$ cat src/rtl/result_serializer.sv
// SPI-slave transmit path: buffers one completion record and shifts it out MSB-first
// on miso during the next full host frame; an empty buffer yields an all-zero frame.
module result_serializer #(
   parameter int ADDRW   = 8,
   parameter int OPCODEW = 2,
   parameter int STATUSW = 4
) (
   input  logic               clk,
   input  logic               rst_n,
   input  logic               spi_clk,
   input  logic               cs_n,
   output logic               miso,
   input  logic               valid_in,
   output logic               ready_out,
   input  logic [OPCODEW-1:0] opcode_in,
   input  logic [ADDRW-1:0]   dest_addr_in,
   input  logic [STATUSW-1:0] status_in,
   output logic               tx_done
);

   localparam int SHIFT_W = 1 + OPCODEW + ADDRW + STATUSW;
   localparam int CNT_W   = $clog2(SHIFT_W + 1);
   localparam logic [CNT_W-1:0] CNT_MAX = CNT_W'(SHIFT_W);

   typedef enum logic {IDLE, SHIFT} state_t;

   state_t             state, state_next;
   logic               spi_meta, spi_sync, spi_prev;
   logic               cs_meta, cs_sync, cs_prev;
   logic               spi_rise, spi_fall, cs_fall, cs_rise;
   logic               rec_full;
   logic [SHIFT_W-1:0] rec_buf;
   logic [SHIFT_W-1:0] shreg, shreg_next;
   logic [CNT_W-1:0]   bit_cnt, bit_cnt_next;
   logic               frame_has_data, frame_has_data_next;
   logic               deliver;

   // cs_n synchroniser resets high so leaving reset never fakes a frame start
   always_ff @(posedge clk or negedge rst_n) begin
      if (!rst_n) begin
         spi_meta <= 1'b0;
         spi_sync <= 1'b0;
         spi_prev <= 1'b0;
         cs_meta  <= 1'b1;
         cs_sync  <= 1'b1;
         cs_prev  <= 1'b1;
      end else begin
         spi_meta <= spi_clk;
         spi_sync <= spi_meta;
         spi_prev <= spi_sync;
         cs_meta  <= cs_n;
         cs_sync  <= cs_meta;
         cs_prev  <= cs_sync;
      end
   end

   assign spi_rise  = spi_sync & ~spi_prev;
   assign spi_fall  = ~spi_sync & spi_prev;
   assign cs_fall   = ~cs_sync & cs_prev;
   assign cs_rise   = cs_sync & ~cs_prev;
   assign ready_out = ~rec_full;
   assign miso      = (state == SHIFT) & shreg[SHIFT_W-1];

   always_ff @(posedge clk or negedge rst_n) begin
      if (!rst_n) begin
         rec_full <= 1'b0;
         rec_buf  <= '0;
      end else if (deliver) begin
         rec_full <= 1'b0;
      end else if (valid_in && !rec_full) begin
         rec_full <= 1'b1;
         rec_buf  <= {1'b1, opcode_in, dest_addr_in, status_in};
      end
   end

   always_ff @(posedge clk or negedge rst_n) begin
      if (!rst_n) begin
         state          <= IDLE;
         shreg          <= '0;
         bit_cnt        <= '0;
         frame_has_data <= 1'b0;
         tx_done        <= 1'b0;
      end else begin
         state          <= state_next;
         shreg          <= shreg_next;
         bit_cnt        <= bit_cnt_next;
         frame_has_data <= frame_has_data_next;
         tx_done        <= deliver;
      end
   end

   // A frame only counts as delivered if the host clocked every bit before deselecting
   always_comb begin
      state_next          = state;
      shreg_next          = shreg;
      bit_cnt_next        = bit_cnt;
      frame_has_data_next = frame_has_data;
      deliver             = 1'b0;
      case (state)
         IDLE: begin
            if (cs_fall) begin
               state_next          = SHIFT;
               shreg_next          = rec_full ? rec_buf : '0;
               frame_has_data_next = rec_full;
               bit_cnt_next        = '0;
            end
         end
         SHIFT: begin
            if (cs_rise) begin
               state_next = IDLE;
               deliver    = (bit_cnt == CNT_MAX) && frame_has_data;
            end else begin
               if (spi_rise && (bit_cnt != CNT_MAX)) begin
                  bit_cnt_next = bit_cnt + CNT_W'(1);
               end
               if (spi_fall) begin
                  shreg_next = {shreg[SHIFT_W-2:0], 1'b0};
               end
            end
         end
         default: state_next = IDLE;
      endcase
   end

endmodule

$ cat config.mk
export PLATFORM = sky130hd
export DESIGN_NAME = result_serializer
export DESIGN_NICKNAME = d
export VERILOG_FILES = /design/src/rtl/result_serializer.sv
export SDC_FILE = /design/constraint.sdc
export NUM_CORES = 1
export LEC_CHECK = 0
export CAP_MARGIN = 40
export CORE_AREA = 2 2 43 84
export CTS_CLUSTER_DIAMETER = 40
export CTS_CLUSTER_SIZE = 16
export DETAILED_ROUTE_END_ITERATION = 8
export DIE_AREA = 0 0 45 86
export DONT_BUFFER_PORTS = 1
export PLACE_DENSITY_LB_ADDON = 0.05
export SYNTH_ARGS = -nofsm -noshare
export SYNTH_HDL_FRONTEND = slang
export SYNTH_SLANG_ARGS = --single-unit
$ cat constraint.sdc
create_clock -name clk -period 4.85 [get_ports clk]
set_clock_uncertainty 0.1 [all_clocks]
set_input_delay 0.485 -clock clk [delete_from_list [all_inputs] [get_ports clk]]
set_output_delay 0.485 -clock clk [all_outputs]
set_load 0.1 [all_outputs]
==> summary.md, run 1 <==
| Metric | Value |
|---|---|
| DR pass1 iterations | `4` |
| Die area | `3870 µm²` |
| Netlist cell types | `32` |
| Layout cells sized above 1 | `0.231` |
| Worst setup SP type | `flip-flop` |
| TritonCTS Buffers | `5` |
| EDFF count, synth | `0` |
| Slowest stage cell on the critical path | `dfrtp_1` |
| Asr flop ratio synth | `1.00` |
| Crit. End Element | `flip-flop` |
| WL/cell | `17.2 µm` |
| Placed insts | `177` |
| Reg-to-Reg End | `rec_buf[4]$_DFFE_PN0P_` |
| Final Non-Filler Cells | `187` |
| Grt ovf | `0` |
| CTS tree | `yes` |
| Mapped Avg Cell Area | `12.3 µm²` |
| Setup crit start | `state$_DFF_PN0_` |
| Post-synthesis sequential area ratio | `0.604` |
| Crit-path max cell delay | `0.90 ns` |
| Max clock buf depth | `2` |
| Clk sink count | `44` |
| Max Freq | `396 MHz` |
| R2R cell count | `4` |
| CP cell instances | `nand2_1 -> o311ai_4 -> buf_6 -> mux2_2` |
| First-pass GRT wire length | `5680 µm` |
| Hold WS | `0.0807 ns` |
| ANT nets after route | `0` |
| CP required | `4.93 ns` |
| Post-synth top cells | `dfrtp_1 (41), nand2_1 (21), a22oi_1 (14), o21ai_0 (14), mux2_4 (9)` |
| Most area-hungry cell type in the Yosys netlist | `dfrtp_1` |
| Final hold violations | `0` |
| # diodes | `0` |
| H-Tree Depth | `2` |
| Sink of the worst hold path | `cs_meta$_DFF_PN1_` |
| HPWL after DPL | `2250 µm` |
| Row count | `29` |
| # port buffers | `0` |
| Die height | `86 µm` |
| Root buffer cell | `clkbuf_8` |
| R2R setup slack | `2.32 ns` |
| MaxCap Viol Count | `0` |
| Tmin final | `2.53 ns` |
| Worst R2R Start | `state$_DFF_PN0_` |
| Worst Hold Path Cells | `0` |
| CP Max Fanout | `25` |
| Leakage | `0.924 nW` |
| Main area contributors after synthesis | `dfrtp_1 (56%), mux2_4 (7.4%), a22oi_1 (5.7%), dfstp_2 (4.3%), nand2_1 (4.3%)` |
| Fillcell total | `269` |
| Most common cell in the synthesized netlist | `dfrtp_1` |
| Initial antenna violation count | `0` |
| Final Cycle Share | `0.521` |
| Vias per cell | `6.10` |
| Worst skew pair latency | `0.29 ns` |
| Setup TNS | `0 ns` |
| Arr. time, crit path | `2.61 ns` |
| Placement Cell Area | `1910 µm²` |
| Syn Std Cell Area | `1830 µm²` |
| Origin of the worst min-delay path | `cs_n` |
| Final core occ | `0.635` |
| Max_slew headroom | `0.427` |
| CTS clk-pin slew, worst paths | `0.08 ns` |
| Starting DRT DRC Count | `42` |
| Final Net Count | `175` |
| Core area | `3190 µm²` |
| Ys flop type | `dfrtp_1` |
| Synth-to-Final Area Change | `10.9%` |
| DRC Markers | `0` |
| Net Count, Synth | `169` |
| Tightest Pin Transition | `0.860 ns` |
| Initial core utilization | `0.573` |
| Via count | `1,141` |
| Global Route Usage Sum | `0.201` |
| Die W | `45 µm` |
| Final cell area excluding filler cells | `2030 µm²` |
| Max Slew Vio Count | `0` |
| Gate Count Post-Synth | `149` |
| Ys Warns | `0` |
| Status | `finished, final reports clean` |
| Peak VDD IR | `0.000283 V` |
| Drt total wl | `3210 µm` |
| Finish-stage setup viols | `0` |
| Seq cells post-synth | `44` |
| Vias in the first global route | `1,199` |
| CP Class | `flip-flop to flip-flop` |
| Global placer's final weighted congestion | `0.744` |
| Top Ports | `22` |
| PwrDens | `400 nW/µm²` |
| Area share of the largest cell type after synthesis | `0.561` |
| Largest net degree at the start of global routing | `45` |
| RSZ-0062 raised after global routing | `no` |
| Type of the tightest min-delay check | `primary input to flip-flop` |
==> final cells by class <==
cell class              count  area [µm²]  area share
repair buffers              7         103      0.0506
clock inverters             2        10.0     0.00494
well taps                  31        38.8      0.0191
multi-input cells          92         671       0.331
flip-flops and latches     44        1100       0.545
clock buffers               6        82.6      0.0407
inverters                   5        18.8     0.00925
==> per-stage QoR <==
stage	setup WS, ns	power (mW)
floorplan	2.76	0.547
global placement	2.28	0.566
detailed placement	2.35	0.580
CTS	2.31	0.825
global route	2.14	0.859
finish	2.32	0.812
==> how the worst max path moves through the flow <==
stage                                   to  slack [ns]  cells after the start
finish              rec_buf[4]$_DFFE_PN0P_        2.32                      4
floorplan                             miso        2.76                      3
CTS                 rec_buf[4]$_DFFE_PN0P_        2.31                      4
global route        rec_buf[4]$_DFFE_PN0P_        2.14                      4
global placement    rec_buf[3]$_DFFE_PN0P_        2.28                      3
detailed placement  rec_buf[4]$_DFFE_PN0P_        2.35                      4
==> where the power goes <==
group          total (mW)  switching (mW)  internal [mW]
Sequential          0.462          0.0415          0.420
Clock               0.230           0.117          0.114
Combinational       0.120          0.0644         0.0551
==> cell usage in the layout (no fill, tap or decap), drive strengths merged, types with 2 or more instances in the layout <==
cell type and n:
a22oi 14, buf 6, clkbuf 6, clkinv 2, dfrtp 41, dfstp 3
inv 5, mux2 15, nand2 21, nand2b 2, nand3 4, nor2 3
nor2b 2, o21ai 16, o311ai 2
==> state kept, by name, summed over array words and instances (netlist names) <==
name and count:
shreg 15, tx_done 1, rec_buf 15, state 1, spi_prev 1, cs_meta 1
cs_prev 1, frame_has_data 1, cs_sync 1, spi_meta 1, spi_sync 1, bit_cnt 4
rec_full 1
==> timing repair <==
action                    CTS  global route
setup buffers               0             0
hold endpoints to repair   44             0
hold buffers                2             0
gates resized for setup     0             0
==> logic make-up after synthesis <==
group,count (synthesis),synth area share
flip-flops,44,0.604
AO/OA/AOI/OAI,39,0.151
AND/OR/NAND/NOR,37,0.0937
multiplexers,15,0.111
buffers and inverters,13,0.0335
adder cells (fa/ha/maj),1,0.00684
==> critical path, delay by kind of cell, from the launching register on <==
| kind | cells | cell delay (ns) |
|---|---|---|
| buf+inv | 1 | 0.24 |
| mux | 1 | 0.34 |
| compound gates | 1 | 0.60 |
| simple gates | 1 | 0.23 |
| flops | 1 | 0.90 |
==> per-layer routing <==
metal  part of all wire  track usage  vias to the layer above
met5                  0            0                        -
met4              0.020       0.0802                        0
met3              0.035       0.0505                        6
met2               0.55        0.329                       17
met1               0.40        0.245                      576
li1                   -            -                      542
Power figures use the tool's default switching activity.
==> run 2, diff against run 1 <==
CORE_AREA = 2 2 44 87   (was 2 2 43 84)
DIE_AREA = 0 0 46 89   (was 0 0 45 86)
clock period = 2.3 ns   (was 4.85 ns; I/O delays follow)
==> summary.md, run 2 (synthesis gave the netlist of run 1 again) <==
| Metric | Value |
|---|---|
| HPWL after DPL | `2190 µm (was 2250 µm)` |
| Die W | `46 µm (was 45 µm)` |
| Max Freq | `491 MHz (was 396 MHz)` |
| # port buffers | `0 (unchanged)` |
| Arr. time, crit path | `2.12 ns (was 2.61 ns)` |
| Drt total wl | `3390 µm (was 3210 µm)` |
| CTS tree | `yes (unchanged)` |
| Final cell area excluding filler cells | `2210 µm² (was 2030 µm²)` |
| Row count | `30 (was 29)` |
| Internal | `1.34 mW (was 0.589 mW)` |
| CP endpoint | `rec_buf[0]$_DFFE_PN0P_ (was rec_buf[4]$_DFFE_PN0P_)` |
| Die area | `4090 µm² (was 3870 µm²)` |
| Clk sink count | `44 (unchanged)` |
| Top Ports | `22 (unchanged)` |
| Placement Cell Area | `1890 µm² (was 1910 µm²)` |
| Layout cells sized above 1 | `0.217 (was 0.231)` |
| WL/cell | `16.4 µm (was 17.2 µm)` |
| Final Net Count | `194 (was 175)` |
| Setup TNS | `0 ns (unchanged)` |
| Peak VDD IR | `0.000612 V (was 0.000283 V)` |
| Fillcell total | `281 (was 269)` |
| Reg-to-Reg End | `rec_buf[0]$_DFFE_PN0P_ (was rec_buf[4]$_DFFE_PN0P_)` |
| Die height | `89 µm (was 86 µm)` |
| RSZ-0062 raised after global routing | `no (unchanged)` |
| # diodes | `0 (unchanged)` |
| Biggest regs | `rec_buf (15), shreg (15), bit_cnt (4) (unchanged)` |
| H-Tree Depth | `2 (unchanged)` |
| Tmin final | `2.03 ns (was 2.53 ns)` |
| Tightest Pin Transition | `0.539 ns (was 0.860 ns)` |
| MaxCap Viol Count | `0 (unchanged)` |
| R2R cell count | `5 (was 4)` |
| PwrDens | `833 nW/µm² (was 400 nW/µm²)` |
| Type of the tightest min-delay check | `primary input to flip-flop (unchanged)` |
| Global Route Usage Sum | `0.205 (was 0.201)` |
| Vias in the first global route | `1,288 (was 1,199)` |
| Post-CTS setup buffers | `0 (unchanged)` |
| Most common cell after layout, fill and taps aside | `dfrtp_1 (unchanged)` |
| Max_slew headroom | `0.640 (was 0.427)` |
| R2R setup slack | `0.27 ns (was 2.32 ns)` |
| ANT nets after route | `0 (unchanged)` |
| Initial core utilization | `0.541 (was 0.573)` |
| Net Sw Frac | `0.270 (was 0.274)` |
| Synth-to-Final Area Change | `20.6% (was 10.9%)` |
| Worst R2R Start | `bit_cnt[0]$_DFFE_PN0P_ (was state$_DFF_PN0_)` |
| Max Slew Vio Count | `0 (unchanged)` |
| Seq. cell area | `1100 µm² (unchanged)` |
| Core area | `3380 µm² (was 3190 µm²)` |
| CP Max Fanout | `15 (was 25)` |
| CP Class | `flip-flop to flip-flop (unchanged)` |
| CP required | `2.39 ns (was 4.93 ns)` |
| Initial antenna violation count | `0 (unchanged)` |
| Comb power frac | `0.158 (was 0.147)` |
| Worst setup SP type | `flip-flop (unchanged)` |
| Via count | `1,199 (was 1,141)` |
| Max clock buf depth | `2 (unchanged)` |
| Vias per cell | `5.79 (was 6.10)` |
| Largest net degree at the start of global routing | `45 (unchanged)` |
| Final hold violations | `0 (unchanged)` |
| CTS clk-pin slew, worst paths | `0.08 ns (about the same)` |
| Seq pwr share | `0.523 (was 0.569)` |
| Setup crit start | `bit_cnt[0]$_DFFE_PN0P_ (was state$_DFF_PN0_)` |
| Clk network pwr share | `0.319 (was 0.284)` |
| Leakage | `1.00 nW (was 0.924 nW)` |
| Post_cts resized | `0 (unchanged)` |
| DRC Markers | `0 (unchanged)` |
| Global placer's final weighted congestion | `0.721 (was 0.744)` |
| Worst skew pair latency | `0.30 ns (was 0.29 ns)` |
| Post-CTS Hold Fix Bufs | `19 (was 2)` |
| Crit. End Element | `flip-flop (unchanged)` |
| Finish-stage setup viols | `0 (unchanged)` |
| Grt ovf | `0 (unchanged)` |
| Multi-input logic area | `671 µm² (unchanged)` |
| Final Cycle Share | `0.885 (was 0.521)` |
| Status | `finished, final reports clean (unchanged)` |
| Starting DRT DRC Count | `16 (was 42)` |
| TritonCTS Buffers | `5 (unchanged)` |
| Commonest non-fill, non-tap cells in the layout | `dfrtp_1 (41), nand2_1 (21), dlygate4sd3_1 (18), a22oi_1 (14), o21ai_0 (14) (was dfrtp_1 (41), nand2_1 (21), a22oi_1 (14), o21ai_0 (14), mux2_4 (9))` |
| DR pass1 iterations | `4 (unchanged)` |
| Sw power | `0.496 mW (was 0.223 mW)` |
| First-pass GRT wire length | `5960 µm (was 5680 µm)` |
| Root buffer cell | `clkbuf_8 (unchanged)` |
## run 2: per-layer routing
layer / GRT usage / vias up / part of all wire
li1: - / 577 / -
met1: 0.243 / 596 / 0.40
met5: 0 / - / 0
met4: 0.0935 / 0 / 0.023
met2: 0.347 / 20 / 0.55
met3: 0.0364 / 6 / 0.020
## run 2: worst min-delay path by stage
| stage | start | to | slack (ns) | depth (start not counted) |
|---|---|---|---|---|
| 2_1_floorplan | rst_n | bit_cnt[0]$_DFFE_PN0P_ | -0.17 | 0 |
| 3_3_place_gp | rst_n | tx_done$_DFF_PN0_ | -0.16 | 0 |
| 3_5_place_dp | rst_n | tx_done$_DFF_PN0_ | -0.16 | 0 |
| 4_1_cts | valid_in | rec_buf[14]$_DFFE_PN0P_ | 0.25 | 3 |
| 5_1_grt | spi_meta$_DFF_PN0_ | spi_sync$_DFF_PN0_ | 0.27 | 0 |
| 6_report | valid_in | rec_buf[14]$_DFFE_PN0P_ | 0.25 | 3 |
## run 2: power by group through the flow
| stage | Clock (mW) | Combinational, mW | Sequential [mW] |
|---|---|---|---|
| 6_report | 0.586 | 0.290 | 0.962 |
| 5_1_grt | 0.633 | 0.331 | 0.976 |
| 4_1_cts | 0.605 | 0.293 | 0.962 |
| 3_5_place_dp | 0 | 0.249 | 0.977 |
| 3_3_place_gp | 0 | 0.232 | 0.974 |
| 2_1_floorplan | 0 | 0.202 | 0.951 |
## run 2: per-stage QoR
stage / util / std cells / power (mW) / hold WS (ns) / worst slack, ns
5_1_grt: 0.653 / 207 / 1.94 / 0.266 / 0.163
3_5_place_dp: 0.561 / 180 / 1.23 / -0.165 / 0.271
2_1_floorplan: - / 149 / 1.15 / -0.166 / 0.241
6_report: 0.653 / 207 / 1.84 / 0.251 / 0.265
4_1_cts: 0.653 / 207 / 1.86 / 0.247 / 0.255
3_3_place_gp: 0.556 / 179 / 1.21 / -0.165 / 0.222
## run 2: critical path: stages, from the launching register on
cell and delay [ns]:
dfrtp_1 0.42, ha_1 0.25, nand3_2 0.16, o311ai_4 0.30, buf_4 0.31, mux2_2 0.37
## run 2: final cells by class
cell class / instances / share of cell area
well taps: 32 / 0.0182
clock buffers: 5 / 0.0312
repair buffers: 26 / 0.118
clock inverters: 3 / 0.0193
multi-input cells: 92 / 0.304
flip-flops and latches: 44 / 0.501
inverters: 5 / 0.00851
==> run 3, diff against run 2 <==
CORE_AREA = 2 2 61 63   (was 2 2 44 87)
DIE_AREA = 0 0 63 65   (was 0 0 46 89)
==> summary.md, run 3 (synthesis gave the netlist of run 1 again) <==
| Metric | Value |
|---|---|
| Status | `finished, final reports clean (unchanged)` |
| Seq pwr share | `0.553 (was 0.523)` |
| Final Net Count | `195 (was 194)` |
| Clk sink count | `44 (unchanged)` |
| Leakage | `0.991 nW (was 1.00 nW)` |
| Crit. End Element | `flip-flop (unchanged)` |
| Top Ports | `22 (unchanged)` |
| Largest net degree at the start of global routing | `45 (unchanged)` |
| CP Class | `flip-flop to flip-flop (unchanged)` |
| DRC Markers | `0 (unchanged)` |
| Die area | `4100 µm² (was 4090 µm²)` |
| Pre-CTS setup slack | `0.256 ns (was 0.271 ns)` |
| CTS clk-pin slew, worst paths | `0.14 ns (was 0.08 ns)` |
| Via count | `1,220 (was 1,199)` |
| Seq. cell area | `1100 µm² (unchanged)` |
| Drt total wl | `3300 µm (was 3390 µm)` |
| Post-CTS Hold Fix Bufs | `19 (unchanged)` |
| HPWL after DPL | `2080 µm (was 2190 µm)` |
| Post-CTS setup buffers | `0 (unchanged)` |
| Placed insts | `197 (was 180)` |
| Grt ovf | `0 (unchanged)` |
| Synth-to-Final Area Change | `20.4% (was 20.6%)` |
| Tmin final | `2.05 ns (was 2.03 ns)` |
| CTS tree | `yes (unchanged)` |
| CP Max Fanout | `15 (unchanged)` |
| Total Power | `1.74 mW (was 1.84 mW)` |
| Vias in the first global route | `1,214 (was 1,288)` |
| Core area | `3500 µm² (was 3380 µm²)` |
| Type of the tightest min-delay check | `primary input to flip-flop (unchanged)` |
| Die W | `63 µm (was 46 µm)` |
| Worst skew pair latency | `0.36 ns (was 0.30 ns)` |
| R2R cell count | `5 (unchanged)` |
| Max Slew Vio Count | `0 (unchanged)` |
| WL/cell | `14.8 µm (was 16.4 µm)` |
| Setup TNS | `0 ns (unchanged)` |
| Max_slew headroom | `0.607 (was 0.640)` |
| Global Route Usage Sum | `0.186 (was 0.205)` |
| RSZ-0062 raised after global routing | `no (unchanged)` |
| Fillcell total | `300 (was 281)` |
| Starting DRT DRC Count | `112 (was 16)` |
| Clk network pwr share | `0.282 (was 0.319)` |
| First-pass GRT wire length | `5770 µm (was 5960 µm)` |
| Sw power | `0.485 mW (was 0.496 mW)` |
| Root buffer cell | `clkbuf_4 (was clkbuf_8)` |
| Internal | `1.25 mW (was 1.34 mW)` |
| Max clock buf depth | `2 (unchanged)` |
| Multi-input logic area | `671 µm² (unchanged)` |
| Finish-stage setup viols | `0 (unchanged)` |
| MaxCap Viol Count | `0 (unchanged)` |
| Worst Hold Path Cells | `3 (unchanged)` |
| Max Freq | `488 MHz (was 491 MHz)` |
| Row count | `22 (was 30)` |
| DR pass1 iterations | `4 (unchanged)` |
| # port buffers | `0 (unchanged)` |
| CP required | `2.46 ns (was 2.39 ns)` |
| Biggest regs | `rec_buf (15), shreg (15), bit_cnt (4) (unchanged)` |
| ANT nets after route | `0 (unchanged)` |
| Initial core utilization | `0.523 (was 0.541)` |
| Initial antenna violation count | `0 (unchanged)` |
| TritonCTS Buffers | `5 (unchanged)` |
| Arr. time, crit path | `2.20 ns (was 2.12 ns)` |
| Tightest Pin Transition | `0.588 ns (was 0.539 ns)` |
| Final Non-Filler Cells | `224 (was 207)` |
| Most common cell after layout, fill and taps aside | `dfrtp_1 (unchanged)` |
| # diodes | `0 (unchanged)` |
| Commonest non-fill, non-tap cells in the layout | `dfrtp_1 (41), nand2_1 (21), dlygate4sd3_1 (18), a22oi_1 (14), o21ai_0 (14) (unchanged)` |
| Post-route setup slack | `0.253 ns (was 0.265 ns)` |
| Global placer's final weighted congestion | `0.802 (was 0.721)` |
| Final hold violations | `0 (unchanged)` |
| Final Cycle Share | `0.890 (was 0.885)` |
| Layout cells sized above 1 | `0.222 (was 0.217)` |
| Post_cts resized | `0 (unchanged)` |
| H-Tree Depth | `2 (unchanged)` |
| Hold WS | `0.189 ns (was 0.251 ns)` |
| PwrDens | `790 nW/µm² (was 833 nW/µm²)` |
| Worst setup SP type | `flip-flop (unchanged)` |
| Vias per cell | `5.45 (was 5.79)` |
| Comb power frac | `0.165 (was 0.158)` |
| Die height | `65 µm (was 89 µm)` |
| Peak VDD IR | `0.000621 V (was 0.000612 V)` |
| Net Sw Frac | `0.279 (was 0.270)` |
==> run 3: per-layer routing <==
layer / wire, µm / global-route usage / up-vias
met2: 1590 / 0.289 / 22
met5: 0 / 0 / -
met4: 48 / 0.0667 / 0
met3: 126 / 0.0573 / 5
li1: - / - / 578
met1: 1540 / 0.247 / 615
==> run 3: power groups by stage <==
stage               combinational (mW)  sequential (mW)  clock, mW
finish                           0.287            0.961      0.490
global route                     0.327            0.976      0.552
CTS                              0.290            0.960      0.508
detailed placement               0.247            0.975          0
global placement                 0.233            0.971          0
floorplan                        0.202            0.951          0
==> run 3: final cells by class <==
type / count / share of cell area
sequential: 44 / 0.502
multi-input combinational: 92 / 0.305
tap: 48 / 0.0273
inverter: 5 / 0.00852
clock inverter: 3 / 0.0210
clock buffer: 5 / 0.0170
timing repair buffer: 27 / 0.120
==> run 3: critical path, cell delays in order, from the launching register on <==
cell	delay (ns)
dfrtp_1	0.44
ha_1	0.25
nand3_2	0.16
o311ai_4	0.31
buf_4	0.32
mux2_2	0.37
==> run 3: worst paths after layout <==
path                                        start                       to  slack (ns)
max                        bit_cnt[0]$_DFFE_PN0P_   rec_buf[2]$_DFFE_PN0P_        0.25
min                                      valid_in  rec_buf[14]$_DFFE_PN0P_        0.19
max reg2reg                bit_cnt[0]$_DFFE_PN0P_   rec_buf[2]$_DFFE_PN0P_        0.25
min reg2reg                     cs_meta$_DFF_PN1_        cs_sync$_DFF_PN1_        0.27
max in group asynchronous                   rst_n        cs_sync$_DFF_PN1_        1.61
min in group asynchronous                   rst_n   rec_buf[5]$_DFFE_PN0P_        0.22
==> run 3: per-stage QoR <==
step | utilization | area (µm²)
after floorplan | - | 1830
after global placement | 0.545 | 1910
after detailed placement | 0.549 | 1920
after CTS | 0.630 | 2200
after global routing | 0.630 | 2200
final | 0.630 | 2200
